<file path="src/rtl/mem_arbiter_pkg.sv">
// Shared types and constants for the instruction/data memory bus arbiter.
package mem_arbiter_pkg;

    // Bus word types shared with the rest of the core
    typedef logic [31:0] MemAddrBus;
    typedef logic [31:0] MemBus;

    // Arbiter FSM states
    typedef enum logic [1:0] {
        IDLE = 2'd0,
        REQ  = 2'd1,
        RESP = 2'd2
    } arb_state_t;

    // Which requester owns the transaction in flight
    typedef enum logic {
        FETCH = 1'b0,
        DATA  = 1'b1
    } arb_owner_t;

    // Default number of back-to-back data grants tolerated while a fetch waits
    localparam int ARB_STARVE_LIMIT_DEFAULT = 4;

endpackage

</file>
<file path="src/rtl/mem_arbiter.sv">
// Arbiter sharing one memory bus between instruction fetch and data load/store.
// One transaction in flight at a time; data has priority, but fetch is forced
// through after STARVE_LIMIT consecutive data grants while fetch is pending.
module mem_arbiter
    import mem_arbiter_pkg::*;
#(
    parameter int ADDR_W       = 32,
    parameter int DATA_W       = 32,
    parameter int STARVE_LIMIT = ARB_STARVE_LIMIT_DEFAULT
) (
    input  logic              clk,
    input  logic              rst_n,

    input  logic              if_req_i,
    input  logic [ADDR_W-1:0] if_addr_i,
    output logic [DATA_W-1:0] if_rdata_o,
    output logic              if_valid_o,

    input  logic              d_req_i,
    input  logic [3:0]        d_we_i,
    input  logic [ADDR_W-1:0] d_addr_i,
    input  logic [DATA_W-1:0] d_wdata_i,
    output logic [DATA_W-1:0] d_rdata_o,
    output logic              d_valid_o,

    output logic              bus_req_o,
    output logic [3:0]        bus_we_o,
    output logic [ADDR_W-1:0] bus_addr_o,
    output logic [DATA_W-1:0] bus_wdata_o,
    input  logic              bus_gnt_i,
    input  logic              bus_rvalid_i,
    input  logic [DATA_W-1:0] bus_rdata_i,

    output logic              busy_o
);

    localparam logic [3:0] LIMIT = 4'(STARVE_LIMIT);

    arb_state_t        state_q, state_d;
    arb_owner_t        owner_q, owner_d;
    logic [3:0]        starve_cnt_q, starve_cnt_d;
    logic              bus_req_q, bus_req_d;
    logic [3:0]        bus_we_q, bus_we_d;
    logic [ADDR_W-1:0] bus_addr_q, bus_addr_d;
    logic [DATA_W-1:0] bus_wdata_q, bus_wdata_d;
    logic              fetch_wins;

    // Next-state logic: arbitrate and capture in IDLE, wait for grant, wait for response
    always_comb begin
        state_d      = state_q;
        owner_d      = owner_q;
        starve_cnt_d = starve_cnt_q;
        bus_req_d    = bus_req_q;
        bus_we_d     = bus_we_q;
        bus_addr_d   = bus_addr_q;
        bus_wdata_d  = bus_wdata_q;
        fetch_wins   = 1'b0;

        case (state_q)
            IDLE: begin
                if (if_req_i || d_req_i) begin
                    fetch_wins = if_req_i && (!d_req_i || (starve_cnt_q == LIMIT));
                    if (fetch_wins) begin
                        owner_d      = FETCH;
                        bus_we_d     = 4'h0;
                        bus_addr_d   = if_addr_i;
                        bus_wdata_d  = '0;
                        starve_cnt_d = 4'd0;
                    end else begin
                        owner_d     = DATA;
                        bus_we_d    = d_we_i;
                        bus_addr_d  = d_addr_i;
                        bus_wdata_d = d_wdata_i;
                        if (if_req_i) begin
                            starve_cnt_d = (starve_cnt_q == LIMIT) ? starve_cnt_q
                                                                   : starve_cnt_q + 4'd1;
                        end else begin
                            starve_cnt_d = 4'd0;
                        end
                    end
                    bus_req_d = 1'b1;
                    state_d   = REQ;
                end
            end
            REQ: begin
                if (bus_gnt_i) begin
                    bus_req_d = 1'b0;
                    state_d   = RESP;
                end
            end
            RESP: begin
                if (bus_rvalid_i) begin
                    state_d = IDLE;
                end
            end
            default: begin
                state_d   = IDLE;
                bus_req_d = 1'b0;
            end
        endcase
    end

    // State and captured bus fields; reset drops any transaction in flight
    always_ff @(posedge clk or negedge rst_n) begin
        if (!rst_n) begin
            state_q      <= IDLE;
            owner_q      <= FETCH;
            starve_cnt_q <= 4'd0;
            bus_req_q    <= 1'b0;
            bus_we_q     <= 4'h0;
            bus_addr_q   <= '0;
            bus_wdata_q  <= '0;
        end else begin
            state_q      <= state_d;
            owner_q      <= owner_d;
            starve_cnt_q <= starve_cnt_d;
            bus_req_q    <= bus_req_d;
            bus_we_q     <= bus_we_d;
            bus_addr_q   <= bus_addr_d;
            bus_wdata_q  <= bus_wdata_d;
        end
    end

    // Route the slave response to the owner; writes return zero data
    always_comb begin
        if_valid_o = 1'b0;
        d_valid_o  = 1'b0;
        if_rdata_o = '0;
        d_rdata_o  = '0;
        if ((state_q == RESP) && bus_rvalid_i) begin
            if (owner_q == FETCH) begin
                if_valid_o = 1'b1;
                if_rdata_o = bus_rdata_i;
            end else begin
                d_valid_o = 1'b1;
                if (bus_we_q == 4'h0) begin
                    d_rdata_o = bus_rdata_i;
                end
            end
        end
    end

    assign bus_req_o   = bus_req_q;
    assign bus_we_o    = bus_we_q;
    assign bus_addr_o  = bus_addr_q;
    assign bus_wdata_o = bus_wdata_q;
    assign busy_o      = (state_q != IDLE);

endmodule

</file>
<file path="config.mk">
export PLATFORM = sky130hd
export DESIGN_NAME = mem_arbiter
export DESIGN_NICKNAME = d
export VERILOG_FILES = /design/src/rtl/mem_arbiter_pkg.sv /design/src/rtl/mem_arbiter.sv
export SDC_FILE = /design/constraint.sdc
export NUM_CORES = 1
export LEC_CHECK = 0
export CAP_MARGIN = 0
export CELL_PAD_IN_SITES_DETAIL_PLACEMENT = 1
export CELL_PAD_IN_SITES_GLOBAL_PLACEMENT = 1
export CORE_ASPECT_RATIO = 1.75
export CORE_UTILIZATION = 23
export DETAILED_ROUTE_END_ITERATION = 10
export PLACE_DENSITY_LB_ADDON = 0.1
export SETUP_SLACK_MARGIN = 0.05
export SLEW_MARGIN = 20
export SYNTH_ARGS = -nofsm -noshare
export SYNTH_HDL_FRONTEND = slang
export SYNTH_SLANG_ARGS = --single-unit
</file>
<file path="constraint.sdc">
create_clock -name clk -period 2.2 [get_ports clk]
set_clock_uncertainty 0.1 [all_clocks]
set_input_delay 0.33 -clock clk [delete_from_list [all_inputs] [get_ports clk]]
set_output_delay 0.33 -clock clk [all_outputs]
set_load 0.1 [all_outputs]
</file>
# After elaboration in Yosys (flattened, before gate mapping)
# Cells that the tools add are included.
# classes
n_addsub	1
mul	0
n_div	0
order_cmp	0
n_eq_ne	7
shift	0
n_mux	23
n_bitwise	1
reduce_logical	12
# ops
cell	n
2-to-1 mux 32 bit	7
2-to-1 mux 4 bit	4
AND reduction 3 bit	3
2-to-1 mux 1 bit	7
2-to-1 mux 2 bit	3
inequality test 2 bit, second input constant	3
case mux 2 bit (3 select lines)	1
adder 4 x 1 -> 4 bit, second input constant	1
== test 4 x 3 -> 1 bit, second input constant	1
zero test 4 bit	1
inequality test 3 x 2 -> 1 bit, second input constant	1
case mux 1 bit (3 select lines)	1
== test 2 x 1 -> 1 bit, second input constant	1
== test 2 bit, second input constant	1
logical AND 1 bit	2
zero test 2 bit	1
logical OR 1 bit	2
AND reduction 2 bit	1
nonzero test 2 bit	1
zero test 1 bit	1
NOT 1 bit	1
# word_totals
reg_bits	76
latch_bits	0
mem_bits_rw	0
romBits	0
input_bits	138
word_cells	51
n_memories	0

# Logic depth before layout (Yosys ltp)
# depth
depth_word	5
mapped_depth	9
mapped_depth_nobuf	6

# Worst setup path after synthesis
# Ideal clock, no wire load.
# synth_path
path_type	register -> output
startpoint	register state_q[1]
endpoint	output d_rdata_o[22]
arrival_ps	2772
required_time_ps	1770
path_slack_ps	-1002
path_stages_with_launch	5
cell_sequence	dfrtp_1 nand2_1 nor3b_1 clkbuf_1 and3_1
# synth_between
elab_chain_len	3
# synth_lines
element	line	text
from (decl)	mem_arbiter.sv:39	arb_state_t state_q, state_d;
from (signal assigned)	mem_arbiter.sv:114	state_q <= state_d;
== test 2 bit	mem_arbiter.sv:130	if ((state_q == RESP) && bus_rvalid_i) begin
logical AND 1 bit	mem_arbiter.sv:130	
2-to-1 mux 32 bit	mem_arbiter.sv:130	
to (decl)	mem_arbiter.sv:23	output logic [DATA_W-1:0] d_rdata_o,
# Every way passes these cells.

# Worst setup path in the final report
# layout_path
startpoint	register bus_we_q[1] (netlist: bus_we_o[1])
endpoint	output d_rdata_o[27]
# layout_between
elab_chain_len	4
# layout_lines
element	line	text
from (decl)	mem_arbiter.sv:43	logic [3:0] bus_we_q, bus_we_d;
from (signal assigned)	mem_arbiter.sv:118	bus_we_q <= bus_we_d;
zero test 4 bit	mem_arbiter.sv:136	if (bus_we_q == 4'h0) begin
2-to-1 mux 32 bit	mem_arbiter.sv:136	
2-to-1 mux 32 bit	mem_arbiter.sv:131	if (owner_q == FETCH) begin
2-to-1 mux 32 bit	mem_arbiter.sv:130	
# Every way passes these cells.

==> qor.csv <==
metric,value,unit
ir_drop,0.778,mV
fin_nets,871,
slew_viol_final,0,
grt_pass1_vias,4564,
pin_count,274,
worst_path_most_repeated_cell,buf_12,
power_density,1580,nW/um2
rsz0062_at_grt,yes,
min-delay-start,bus_rvalid_i,
multi_input_area,1910,um2
drtIter0Drc,171,
critPathLaunchType,register,
chipWidth,97.8,um
post_synth_num_cell_types,26,
wl,16700,um
seq_area_frac_synth,51.5,%
hp-class,input port to register,
fillers,1723,
grt_pass1_wl,24800,um
rows,61,
htreeDepth,3,
register_area,1910,um2
num_vias,4344,
antenna_found_initial,0,
drc,60,
crit_type,register to output port,
r2r_slack,0.19,ns
setup_violations,0,
max_slew.worst_pin.slew,0.462,ns
clock_latency,0.33,ns
cts_buffers,9,
clockRootBuffer,clkbuf_16,
fmax,465,MHz
io_buffers,273,
p_int,5160,uW
globalplace.congestion,0.818,
p_sw_share,59.6,%
r2r-start,state_q[0],
path_max_fanout,32,
p_comb_share,68.0,%
crit-reg2reg-capture,starve_cnt_q[0],
holdPathEnd,state_q[1],
synth-seq-cells,76,
tns,0,ns
vias_per_cell,4.70,
seq_power_share,19.4,%
yosysWarnings,0,
die_h,170,um
critPathSlowestCell,dfrtp_2,
relSlewSlack,69.2,%
dp_slack,-0.0421,ns
slowest_delay,0.43,ns
area_growth,118,%
postRouteAntennaNets,0,
clockBufferDepth,2,
clockPowerShare,12.6,%
path_clk_slew,0.06,ns
dr.pass1.iters,7,
coreArea,15800,um2
end_kind,output port,
die_area,16600,um2
arrival,1.72,ns
worstPathRequired,1.77,ns
antennaDiodeCount,0,
drv_cap,0,
drt-wirelength-per-cell,18.0,um
min_path_cells,2,
setup_slack,0.0489,ns
switchingPower,7610,uW
crit_chain,"nor4_4, buf_12, and3_4, buf_12",
min_period,2.15,ns
tritoncts,yes,
drive_above_1_share,35.1,%
syn_avg_cell_area,8.19,um2
r2r_cells,6,
hold_viol,0,
synth_area,3690,um2
period_share,97.8,%
grt_max_degree,46,
hpwl,12100,um
synth_cells,451,
gr-total-overflow,0,
globalRouteTotalUtil,19.2,%
violations,design-rule violations,
clock_sinks,76,
static-leakage-power,0.00365,uW
final_util,51.1,%
synth_nets,591,
initial_core_util,23.4,%
outcome,finished with violations,
synthesized netlist by cell type:
| cell type | number | area (um2) |
|---|---|---|
| nor3b_1 | 1 | 7.51 |
| and3_1 | 32 | 200 |
| o21ai_0 | 5 | 25.0 |
| ha_1 | 2 | 25.0 |
| a21o_1 | 1 | 7.51 |
| a21bo_2 | 1 | 10.0 |
| nand4_1 | 1 | 6.26 |
| dfrtp_1 | 76 | 1900 |
| nand3b_1 | 2 | 15.0 |
| clkbuf_1 | 19 | 71.3 |
| nor4b_1 | 1 | 8.76 |
| and2_1 | 32 | 200 |
| o22ai_1 | 1 | 6.26 |
| nand3_1 | 39 | 195 |
| buf_2 | 16 | 80.1 |
| or3_1 | 1 | 6.26 |
| nor3_1 | 1 | 5.00 |
| nand2_1 | 111 | 417 |
| nor2_1 | 37 | 139 |
| a21oi_1 | 64 | 320 |
| or4_1 | 1 | 7.51 |
| nand2b_1 | 1 | 6.26 |
| inv_1 | 2 | 7.51 |
| or2_1 | 2 | 12.5 |
| a21boi_1 | 1 | 7.51 |
| nor4_1 | 1 | 6.26 |
repair_timing:
| action | in CTS | in global routing |
|---|---|---|
| setup buffers | 7 | 2 |
| hold buffers | 1 | 0 |
| setup endpoints to repair | 38 | 65 |
| gates cloned | 2 | 4 |
| pin swaps | 4 | 4 |
| resized for setup | 10 | 11 |
| endpoints found under the hold margin | 31 | 0 |
worst max-delay path, delay by kind of cell (launching register included):
kind,cells,cell delay [ns]
simple gates,2,0.55
buf+inv,2,0.40
flops,1,0.43
cells in the final DEF (no fill, tap or decap), types with 2 or more instances in the layout:
cell / instances
clkdlybuf4s50_1: 135
clkinv_2: 2
buf_6: 4
a21oi_1: 64
clkbuf_16: 12
dfrtp_2: 5
and2_2: 13
and3_4: 32
nor2_1: 36
nand2_1: 110
buf_12: 76
buf_16: 2
bufinv_16: 2
nand3_1: 39
nand3b_1: 2
ha_1: 2
dfrtp_1: 71
and2_4: 17
and2_1: 2
inv_1: 2
buf_4: 82
o21ai_0: 5
through the flow:
step,area [um2],power [uW],hold slack [ns],std cells
after floorplan,3920,8640,-0.0656,451
after global placement,7500,10900,0.204,895
after detailed placement,7500,11100,0.216,895
after CTS,7980,12800,0.267,921
after global routing,8070,13300,0.312,925
final,8070,12800,0.278,925
worst max-delay path by stage:
stage / start / end / slack [ns] / cells after the start
after detailed placement: bus_rvalid_i / d_rdata_o[0] / -0.04 / 6
after floorplan: state_q[0] / starve_cnt_q[3] / 0.06 / 4
after global placement: bus_rvalid_i / d_rdata_o[31] / -0.02 / 6
after CTS: state_q[0] / d_rdata_o[5] / 0.02 / 6
after global routing: bus_we_o[1] / d_rdata_o[27] / -0.01 / 4
final: bus_we_o[1] / d_rdata_o[27] / 0.05 / 4
registers in the layout, indices dropped and copies added (netlist names):
name / count
bus_req_o: 1
state_q: 2
owner_q: 1
starve_cnt_q: 4
bus_addr_o: 32
bus_wdata_o: 32
bus_we_o: 4
cell type report:
| cell class | count | area share, % |
|---|---|---|
| clock buffers | 10 | 2.96 |
| clock inverters | 6 | 1.07 |
| inverters | 2 | 0.0930 |
| multi-input cells | 338 | 23.7 |
| flip-flops and latches | 76 | 23.6 |
| well taps | 189 | 2.93 |
| repair buffers | 304 | 45.6 |
power by group through the flow:
stage	combinational [uW]	clock, uW	sequential (uW)
floorplan	1950	0	6700
CTS	8700	1660	2480
global placement	8450	0	2460
detailed placement	8570	0	2510
finish	8680	1610	2480
global route	9050	1710	2560
layer usage:
layer	GRT usage [%]	routed length (um)	part of all wire, %
met1	20.9	6040	36
met2	36.4	9040	54
met3	4.70	1190	7.1
met4	5.34	386	2.3
met5	0	0	0
logic make-up after synthesis:
logic type      count (synthesis)  share of synthesized area [%]
compound gates                 73                           10.2
fa+ha+maj                       2                          0.677
buf+inv                        37                           4.30
flops                          76                           51.5
simple gates                  263                           33.4
(Power assumes the default switching activity.)
